===== config.mk =====
export PLATFORM = sky130hd
export DESIGN_NAME = dircc_node_msg_rx_writer
export DESIGN_NICKNAME = d
export VERILOG_FILES = /design/src/rtl/dircc_msg_pkg.sv /design/src/rtl/dircc_slot_ring_ctrl.sv /design/src/rtl/dircc_node_msg_rx_writer.sv
export SDC_FILE = /design/constraint.sdc
export NUM_CORES = 1
export LEC_CHECK = 0
export CORE_MARGIN = 4
export CORE_UTILIZATION = 50
export CTS_BUF_LIST = sky130_fd_sc_hd__clkbuf_16
export CTS_CLUSTER_SIZE = 30
export DETAILED_ROUTE_END_ITERATION = 12
export PLACE_DENSITY = 0.78
export SLEW_MARGIN = 10
export SYNTH_ARGS = -nofsm -noshare
export SYNTH_HDL_FRONTEND = slang
export SYNTH_SLANG_ARGS = --single-unit

===== constraint.sdc =====
create_clock -name clk -period 3.6 [get_ports clk]
set_input_delay 0.54 -clock clk [delete_from_list [all_inputs] [get_ports clk]]
set_output_delay 0.54 -clock clk [all_outputs]
set_load 0.02 [all_outputs]

===== src/rtl/dircc_msg_pkg.sv =====
// Shared definitions for the node message receive writer.
// The length-word layout here must match the Nios driver header.
package dircc_msg_pkg;

  typedef enum logic [1:0] {
    IDLE   = 2'd0,
    DATA   = 2'd1,
    COMMIT = 2'd2
  } rx_state_e;

  // Length word: [15] truncated, [14] reserved (0), [13:0] flit count
  localparam int LEN_TRUNC_BIT = 15;
  localparam int LEN_CNT_W     = 14;

  localparam logic [LEN_CNT_W-1:0] LEN_CNT_MAX = '1;

  function automatic logic [15:0] len_word(input logic trunc,
                                           input logic [LEN_CNT_W-1:0] cnt);
    logic [15:0] w;
    w                = '0;
    w[LEN_CNT_W-1:0] = cnt;
    w[LEN_TRUNC_BIT] = trunc;
    return w;
  endfunction

endpackage


===== src/rtl/dircc_slot_ring_ctrl.sv =====
// Slot ring bookkeeping: write/read pointers, filled count, releases.
// A commit advances wr_slot one cycle after the length write is registered
// (the cycle it is on the bus), and bumps used one cycle after that, so the
// CPU never sees a slot counted before its length word has landed.
module dircc_slot_ring_ctrl #(
  parameter  int NUM_SLOTS = 8,
  localparam int SLOT_W    = $clog2(NUM_SLOTS),
  localparam int USED_W    = SLOT_W + 1
) (
  input  logic              clk,
  input  logic              reset,
  input  logic              commit_i,
  input  logic              release_i,
  output logic [SLOT_W-1:0] wr_slot_o,
  output logic [SLOT_W-1:0] fill_slot_o,
  output logic [SLOT_W-1:0] rd_slot_o,
  output logic [USED_W-1:0] used_o,
  output logic              full_o,
  output logic              rel_err_o
);

  logic              adv_q, inc_q;
  logic [SLOT_W-1:0] wr_q, rd_q;
  logic [USED_W-1:0] used_q;
  logic [USED_W-1:0] reserved;
  logic              rel_ok;

  assign rel_ok    = release_i && (used_q != '0);
  assign rel_err_o = release_i && (used_q == '0);

  // Slot for the next/current packet must already account for a commit
  // whose wr_slot advance is still in flight.
  assign fill_slot_o = wr_q + SLOT_W'(adv_q);

  // Committed-but-not-yet-counted slots still occupy the ring.
  assign reserved = used_q + USED_W'(adv_q) + USED_W'(inc_q);
  assign full_o   = (reserved >= USED_W'(NUM_SLOTS));

  assign wr_slot_o = wr_q;
  assign rd_slot_o = rd_q;
  assign used_o    = used_q;

  // Pointer and occupancy update; concurrent commit and release cancel.
  always_ff @(posedge clk) begin
    if (reset) begin
      adv_q  <= 1'b0;
      inc_q  <= 1'b0;
      wr_q   <= '0;
      rd_q   <= '0;
      used_q <= '0;
    end else begin
      adv_q <= commit_i;
      inc_q <= adv_q;
      if (adv_q)  wr_q <= wr_q + 1'b1;
      if (rel_ok) rd_q <= rd_q + 1'b1;
      case ({inc_q, rel_ok})
        2'b10:   used_q <= used_q + 1'b1;
        2'b01:   used_q <= used_q - 1'b1;
        default: used_q <= used_q;
      endcase
    end
  end

endmodule


===== src/rtl/dircc_node_msg_rx_writer.sv =====
// Receive-side writer: takes Avalon-ST flits from the network and writes
// each packet into a ring slot of the node's s2 memory port, followed by a
// length/status word in word 0 of the slot.
module dircc_node_msg_rx_writer
  import dircc_msg_pkg::*;
#(
  parameter  int BASE_ADDR  = 16384,
  parameter  int NUM_SLOTS  = 8,
  parameter  int SLOT_WORDS = 256,
  parameter  int ADDR_W     = 15,
  localparam int SLOT_W     = $clog2(NUM_SLOTS),
  localparam int USED_W     = SLOT_W + 1
) (
  input  logic              clk,
  input  logic              reset,
  input  logic              in_valid,
  output logic              in_ready,
  input  logic [15:0]       in_data,
  input  logic              in_sop,
  input  logic              in_eop,
  output logic [ADDR_W-1:0] mem_address,
  output logic              mem_chipselect,
  output logic              mem_write,
  output logic [15:0]       mem_writedata,
  output logic [1:0]        mem_byteenable,
  output logic              mem_clken,
  input  logic              cpu_release,
  input  logic              irq_enable,
  output logic [SLOT_W-1:0] rd_slot,
  output logic [SLOT_W-1:0] wr_slot,
  output logic [USED_W-1:0] used,
  output logic              irq,
  output logic [7:0]        err_count
);

  rx_state_e            state_q;
  logic [LEN_CNT_W-1:0] cnt_q, cnt_inc;
  logic                 trunc_q;
  logic [7:0]           err_q;
  logic                 mem_wr_q;
  logic [ADDR_W-1:0]    mem_addr_q;
  logic [15:0]          mem_data_q;

  logic [SLOT_W-1:0] fill_slot;
  logic [ADDR_W-1:0] slot_base;
  logic              full, rel_err, fsm_err, acc;
  logic [8:0]        err_sum;

  dircc_slot_ring_ctrl #(.NUM_SLOTS(NUM_SLOTS)) u_ring (
    .clk        (clk),
    .reset      (reset),
    .commit_i   (state_q == COMMIT),
    .release_i  (cpu_release),
    .wr_slot_o  (wr_slot),
    .fill_slot_o(fill_slot),
    .rd_slot_o  (rd_slot),
    .used_o     (used),
    .full_o     (full),
    .rel_err_o  (rel_err)
  );

  // Ready comes only from registered state (and reset), never from in_valid.
  assign in_ready = ~reset & (((state_q == IDLE) & ~full) | (state_q == DATA));
  assign acc      = in_valid & in_ready;

  assign slot_base = ADDR_W'(BASE_ADDR) + (ADDR_W'(fill_slot) << $clog2(SLOT_WORDS));
  assign cnt_inc   = (cnt_q == LEN_CNT_MAX) ? cnt_q : cnt_q + 1'b1;

  // Stray non-sop in IDLE, or sop in the middle of a packet.
  assign fsm_err = acc & (((state_q == IDLE) & ~in_sop) | ((state_q == DATA) & in_sop));
  assign err_sum = {1'b0, err_q} + 9'(fsm_err) + 9'(rel_err);

  assign mem_address    = mem_addr_q;
  assign mem_write      = mem_wr_q;
  assign mem_chipselect = mem_wr_q;
  assign mem_writedata  = mem_data_q;
  assign mem_byteenable = {2{mem_wr_q}};
  assign mem_clken      = 1'b1;
  assign irq            = irq_enable & (used != '0);
  assign err_count      = err_q;

  // Packet FSM with registered memory-write outputs and error counter.
  always_ff @(posedge clk) begin
    if (reset) begin
      state_q    <= IDLE;
      cnt_q      <= '0;
      trunc_q    <= 1'b0;
      err_q      <= '0;
      mem_wr_q   <= 1'b0;
      mem_addr_q <= '0;
      mem_data_q <= '0;
    end else begin
      mem_wr_q <= 1'b0;
      err_q    <= err_sum[8] ? 8'hFF : err_sum[7:0];
      case (state_q)
        IDLE: begin
          if (acc && in_sop) begin
            mem_wr_q   <= 1'b1;
            mem_addr_q <= slot_base + ADDR_W'(1);
            mem_data_q <= in_data;
            cnt_q      <= LEN_CNT_W'(1);
            trunc_q    <= 1'b0;
            state_q    <= in_eop ? COMMIT : DATA;
          end
        end
        DATA: begin
          if (acc) begin
            cnt_q <= cnt_inc;
            // Payload beyond the slot is counted but dropped.
            if (int'(cnt_inc) < SLOT_WORDS) begin
              mem_wr_q   <= 1'b1;
              mem_addr_q <= slot_base + ADDR_W'(cnt_inc);
              mem_data_q <= in_data;
            end else begin
              trunc_q <= 1'b1;
            end
            if (in_eop) state_q <= COMMIT;
          end
        end
        COMMIT: begin
          mem_wr_q   <= 1'b1;
          mem_addr_q <= slot_base;
          mem_data_q <= len_word(trunc_q, cnt_q);
          state_q    <= IDLE;
        end
        default: state_q <= IDLE;
      endcase
    end
  end

endmodule


==> flow_metrics.env, run 1 <==
export IMPL_synthToLayoutAreaGrowth_pct=27.19
export IMPL_endpoint_kind="flop"
export IMPL_placed_area_sq_mm=0.004717
export IMPL_start_util_pct=51.24
export IMPL_n_antenna_cell=0
export IMPL_cts_tree="built"
export IMPL_path_common_cell="fa_1"
export IMPL_drc=0
export IMPL_grt_first_pass_wirelength_mm=15.79
export IMPL_cp_cell_sequence="fa_1 > nand3_1 > xor2_1 > a32o_1 > nand2_1 > fa_1 > inv_1 > ha_1 > nand4_1 > a21oi_1"
export IMPL_clock_sinks=69
export IMPL_firstDrtPassIters=5
export IMPL_wire_per_inst_um=15.15
export IMPL_synth_ff_type="dfxtp_1"
export IMPL_fin_tns_setup_ns=0
export IMPL_cp_slowest_stage_delay_ns=0.44
export IMPL_rsz0062_at_grt="false"
export IMPL_via_per_inst=5.530
export IMPL_p_leak_nw=1.962
export IMPL_syn_area_sq_mm=0.003939
export IMPL_hold_viol=0
export IMPL_vias=3445
export IMPL_switching_share_pct=26.40
export IMPL_worstPathRequired_ns=3.85
export IMPL_fin_crit_ns=2.882
export IMPL_dpl_hpwl_mm=6.653
export IMPL_crit_buf_inv=1
export IMPL_ys_ff_latch=69
export IMPL_power_switching_mw=0.5358
export IMPL_synth_warning_count=0
export IMPL_dieArea_sq_mm=0.009362
export IMPL_cts_buffers=9
export IMPL_synth_seq_area_share_pct=35.07
export IMPL_final_area_sq_mm=0.005010
export IMPL_async_reset_ff_share_pct=0
export IMPL_maxSlewHeadroom_pct=35.62
export IMPL_hp_class="reg2reg"
export IMPL_antenna_found_initial=0
export IMPL_syn_inst=454
export IMPL_maxSlewViolCount=0
export IMPL_maxCapViolCount=0
export IMPL_syn_area_per_cell_sq_um=8.676
export IMPL_cts_max_level=3
export IMPL_worstPathMaxFanout=9
export IMPL_ir_drop_mv=0.2318
export IMPL_path_clk_slew_ns=0.06
export IMPL_post_synth_num_cell_types=58
export IMPL_drt_iter0_markers=245
export IMPL_critPathKind="reg2reg"
export IMPL_min_period_over_period_pct=80.06
export IMPL_worst_ep_arrival_time_ns=3.13
export IMPL_fmax_ghz=0.3470
export IMPL_power_share_combinational_pct=17.0
export IMPL_synth_edf_count=0
export IMPL_skew_ns=0.006581
export IMPL_max_clock_path_buffers=2
export IMPL_grt_pass1_vias=3308
export IMPL_syn_nets=497
export IMPL_ios=79
export IMPL_drive_above_1_share_pct=9.213
export IMPL_clockPowerShare_pct=42.5
export IMPL_powerDensity_mw_per_mm2=405.0
export IMPL_grt_max_degree=50
export IMPL_layout_nets=559
export IMPL_clk_latency_ns=0.33
export IMPL_finalSetupViolations=0
export IMPL_std_cell_rows=32
export IMPL_start_kind="flop"
export IMPL_globalRouteOverflowTotal=0
export IMPL_cts_root_buf="clkbuf_16"
export IMPL_slowest_stage="fa_1"
export IMPL_outcome="finished clean"
export IMPL_p_int_mw=1.493
export IMPL_grt_use_total_pct=19.98
export IMPL_die_w_um=96.76
export IMPL_cp_top_family="adder cells"
export IMPL_port_buffers=77
export IMPL_totalWireLength_mm=9.436
export IMPL_cts_setup_buffers=0
export IMPL_core_area_sq_mm=0.007687
export IMPL_drtAntennaViolNets=0
export IMPL_gp_congestion=0.8824
export IMPL_cts_hold_buf=0
export IMPL_worstMarginPinSlew_ns=0.9657
export IMPL_die_height_um=96.76
export IMPL_power_frac_seq_pct=40.5
export IMPL_cts_resized_gates=0
==> cells in the mapped netlist (4+ instances only) <==
cell type	number	area [sq um]
o21ai_0	7	35.03
nor4_1	4	25.02
nor2_1	26	97.59
nand3_1	16	80.08
nand4_1	7	43.79
xor2_1	12	105.1
mux2i_1	30	300.3
fa_1	4	80.08
mux2_2	16	180.2
and3_1	6	37.54
ha_1	16	200.2
nand2_1	75	281.5
dfxtp_1	69	1381
buf_4	4	30.03
inv_1	11	41.29
nor3_1	9	45.04
xnor2_1	8	70.07
clkbuf_1	14	52.55
a31oi_1	5	31.28
a21oi_1	41	205.2
or3_1	6	37.54
buf_2	8	40.04
nor2b_1	8	50.05
==> layout by cell type (no fill, tap or decap), types with 8 or more instances in the layout <==
cell type / instances
nor2_1: 26
clkdlybuf4s50_1: 77
xor2_1: 12
nand3_1: 16
mux2i_1: 30
mux2_2: 16
nor3_1: 9
clkbuf_16: 9
dfxtp_1: 69
ha_1: 16
nand2_1: 75
nor2b_1: 8
inv_1: 12
xnor2_1: 8
a21oi_1: 41
==> power by group through the flow <==
stage               registers (mW)  logic [mW]  clock network [mW]
finish                       0.821       0.346               0.862
global route                 0.825       0.372               0.920
CTS                          0.822       0.346               0.880
detailed placement           0.838       0.345                   0
global placement             0.837       0.340                   0
floorplan                    0.874       0.184                   0
==> layout make-up <==
type | count | area, sq um
Timing Repair Buffer | 84 | 823.3
Inverter | 12 | 45.04
Clock inverter | 7 | 67.56
Clock buffer | 9 | 225.2
Sequential cell | 69 | 1381
Multi-Input combinational cell | 340 | 2340
Tap cell | 102 | 127.6
Fill cell | 646 | 2678
==> flip-flops by register name, summed over array words and instances, names as in the netlist <==
| name | count |
|---|---|
| cnt_q | 14 |
| err_count | 8 |
| mem_address | 15 |
| mem_chipselect | 1 |
| mem_writedata | 16 |
| state_q | 2 |
| trunc_q | 1 |
| u_ring.adv_q | 1 |
| u_ring.inc_q | 1 |
| u_ring.rd_slot_o | 3 |
| u_ring.used_o | 4 |
| u_ring.wr_slot_o | 3 |
==> worst register-to-register path: stages, from the launching register on <==
cell and delay, ns:
dfxtp_1 0.37, fa_1 0.44, nand3_1 0.10, xor2_1 0.24
a32o_1 0.35, nand2_1 0.11, fa_1 0.40, inv_1 0.07
ha_1 0.26, nand4_1 0.26, a21oi_1 0.21
==> per-stage QoR <==
step | hold slack [ns] | total power, mW | instances | setup WS, ns | utilization [%]
after floorplan | 0.4349 | 1.058 | 454 | 0.9729 | -
after global placement | 0.4434 | 1.176 | 607 | 0.7591 | 61.36
after detailed placement | 0.4524 | 1.183 | 607 | 0.6726 | 61.36
after CTS | 0.4602 | 2.048 | 623 | 0.7097 | 65.17
after global routing | 0.4819 | 2.116 | 623 | 0.4086 | 65.17
final | 0.4540 | 2.029 | 623 | 0.7180 | 65.17
==> layer usage <==
| metal | wire length [um] | GRT usage (%) | vias to the layer above |
|---|---|---|---|
| li1 | - | - | 1705 |
| met4 | 119 | 6.048 | 0 |
| met1 | 4323 | 26.68 | 1616 |
| met3 | 515 | 4.326 | 8 |
| met2 | 4478 | 32.38 | 116 |
| met5 | 0 | 0 | - |
==> final timing paths <==
kind                                                     from                          end  slack, ns  cells past startpoint
worst max-delay path            u_ring.used_o[0]$_SDFFE_PP0P_      err_count[1]$_SDFF_PP0_       0.72                     10
worst min-delay path              mem_address[9]$_SDFFE_PP0P_  mem_address[9]$_SDFFE_PP0P_       0.45                      2
worst max register to register  u_ring.used_o[0]$_SDFFE_PP0P_      err_count[1]$_SDFF_PP0_       0.72                     10
worst min register to register    mem_address[9]$_SDFFE_PP0P_  mem_address[9]$_SDFFE_PP0P_       0.45                      2
==> cell families after synthesis <==
logic type      count (synthesis)  synth area share [%]
simple gates                  176                 22.17
compound gates                 75                 12.39
flops                          69                 35.07
mux                            47                 12.58
buf+inv                        45                 5.527
xor+xnor                       21                 5.051
fa+ha+maj                      20                 7.116
other cells                     1               0.09521
Power figures use the tool's default switching activity.
==> inputs of run 2 (changes only) <==
clock period = 2.8 ns   (was 3.6 ns; I/O delays follow)
==> run 2 against run 1 <==
Hold slack worse by 0.00066 ns. Wire length up 7.3%. Clock-buffer cell count unchanged. Die area is the same. Highest routed layer unchanged.
==> flow_metrics.env, run 2 (synthesized netlist as in run 1, its figures left out) <==
export IMPL_outcome="finished clean"
export IMPL_ios=79
export IMPL_cts_tree="built"
export IMPL_critPathKind="reg2out"
export IMPL_grt_max_degree=50
export IMPL_layout_nets=579
export IMPL_std_cell_rows=32
export IMPL_via_per_inst=5.611
export IMPL_gp_congestion=0.9029
export IMPL_port_buffers=77
export IMPL_start_util_pct=51.24
export IMPL_totalWireLength_mm=10.12
export IMPL_reg2reg_setup_slack_ns=0.18
export IMPL_grt_pass1_vias=3425
export IMPL_maxSlewViolCount=0
export IMPL_worst_ep_arrival_time_ns=2.26
export IMPL_r2r_start="u_ring.adv_q$_SDFF_PP0_"
export IMPL_dieArea_sq_mm=0.009362
export IMPL_min_delay_path_depth=2
export IMPL_rsz0062_at_grt="false"
export IMPL_wire_per_inst_um=15.74
export IMPL_hp_class="reg2reg"
export IMPL_grt_first_pass_wirelength_mm=16.85
export IMPL_firstDrtPassIters=5
export IMPL_dpl_hpwl_mm=7.220
export IMPL_worstPathMaxFanout=6
export IMPL_n_antenna_cell=0
export IMPL_grt_use_total_pct=21.69
export IMPL_fin_crit_ns=2.682
export IMPL_cts_setup_buffers=0
export IMPL_clock_sinks=69
export IMPL_vias=3608
export IMPL_final_fill_count=634
export IMPL_drive_above_1_share_pct=13.12
export IMPL_multi_input_area_sq_mm=0.002344
export IMPL_drtAntennaViolNets=0
export IMPL_final_common_cell="clkdlybuf4s50_1"
export IMPL_core_area_sq_mm=0.007687
export IMPL_min_period_over_period_pct=95.78
export IMPL_cts_buffers=9
export IMPL_clk_latency_ns=0.33
export IMPL_die_w_um=96.76
export IMPL_start_kind="flop"
export IMPL_die_height_um=96.76
export IMPL_max_clock_path_buffers=2
export IMPL_powerDensity_mw_per_mm2=543.5
export IMPL_worstHoldStart="mem_address[9]$_SDFFE_PP0P_"
export IMPL_seq_area_sq_mm=0.001381
export IMPL_ir_drop_mv=0.3187
export IMPL_final_cell_mix="clkdlybuf4s50_1 (77), nand2_1 (75), dfxtp_1 (69)"
export IMPL_finalSetupViolations=0
export IMPL_endpoint_kind="output pin"
export IMPL_cts_max_level=3
export IMPL_report_power_total_mw=2.844
export IMPL_synthToLayoutAreaGrowth_pct=32.85
export IMPL_min_to="mem_address[9]$_SDFFE_PP0P_"
export IMPL_worstMarginPinSlew_ns=0.5475
export IMPL_globalRouteOverflowTotal=0
export IMPL_worstPathRequired_ns=2.38
export IMPL_drt_iter0_markers=204
export IMPL_antenna_found_initial=0
export IMPL_largest_reg_flops=16
export IMPL_fmax_ghz=0.3729
export IMPL_path_clk_slew_ns=0.05
export IMPL_drc=0
export IMPL_maxSlewHeadroom_pct=63.16
export IMPL_skew_ns=0.008291
export IMPL_hold_viol=0
export IMPL_p_leak_nw=2.096
export IMPL_reg2reg_to="err_count[7]$_SDFF_PP0_"
export IMPL_r2r_cells=10
export IMPL_cts_root_buf="clkbuf_16"
export IMPL_maxCapViolCount=0
export IMPL_fin_tns_setup_ns=0
## run 2: cell count changes in the layout (fill, tap and decap cells not counted), sizes merged
cell,delta
inv,-1
clkinvlp,-1
buf,+20
bufinv,+2
## run 2: how the worst max path moves through the flow
stage | from | end | slack, ns | depth (start not counted)
2_1_floorplan | u_ring.used_o[0]$_SDFFE_PP0P_ | err_count[4]$_SDFF_PP0_ | 0.17 | 12
3_3_place_gp | reset | err_count[0]$_SDFF_PP0_ | 0.19 | 10
3_5_place_dp | reset | err_count[0]$_SDFF_PP0_ | 0.06 | 10
4_1_cts | u_ring.adv_q$_SDFF_PP0_ | err_count[2]$_SDFF_PP0_ | 0.05 | 10
5_1_grt | cnt_q[5]$_SDFFE_PP0P_ | mem_address[10]$_SDFFE_PP0P_ | 0.05 | 10
6_report | u_ring.adv_q$_SDFF_PP0_ | in_ready | 0.12 | 6
## run 2: worst max-delay path, cell delays in order, from the launching register on
cell	delay, ns
dfxtp_1	0.38
fa_1	0.38
nand3_1	0.10
xor2_1	0.25
a21oi_1	0.11
nor2_1	0.10
clkdlybuf4s50_1	0.62
## run 2: final cells by class
class	count	area share, %
flip-flops and latches	69	26.40
multi-input cells	340	44.79
well taps	102	2.439
clock buffers	9	4.304
inverters	12	0.8608
clock inverters	7	2.367
repair buffers	104	18.84
## run 2: where the power goes
group / total [mW] / leakage [nW] / internal (mW) / switching [mW]
Sequential: 1.05 / 0.559 / 1.03 / 0.0276
Combinational: 0.470 / 1.37 / 0.225 / 0.245
Clock: 1.32 / 0.166 / 0.874 / 0.446
Total: 2.84 / 2.10 / 2.13 / 0.718
## run 2: routing by layer
layer / wire (um) / vias to the layer above / global-route usage, %
li1: - / 1747 / -
met1: 4261 / 1715 / 27.50
met2: 5044 / 124 / 36.62
met3: 565 / 22 / 3.389
met4: 253 / 0 / 9.071
met5: 0 / - / 0
## run 2: stage by stage
stage               utilization (%)  hold WS (ns)  area, sq um  worst slack (ns)  std cells
floorplan                         -        0.4349         3939            0.1729        454
global placement              63.48        0.4455         4880            0.1881        627
detailed placement            63.48        0.4516         4880           0.05619        627
CTS                           68.02        0.4596         5229           0.04979        643
global route                  68.07        0.4731         5233           0.04864        643
finish                        68.07        0.4533         5233            0.1182        643
## run 2: timing repair
action                     4_1_cts  5_1_grt
hold endpoints to repair         0        0
setup endpoints to repair        0        6
hold buffers                     0        0
gates resized for setup          0        2
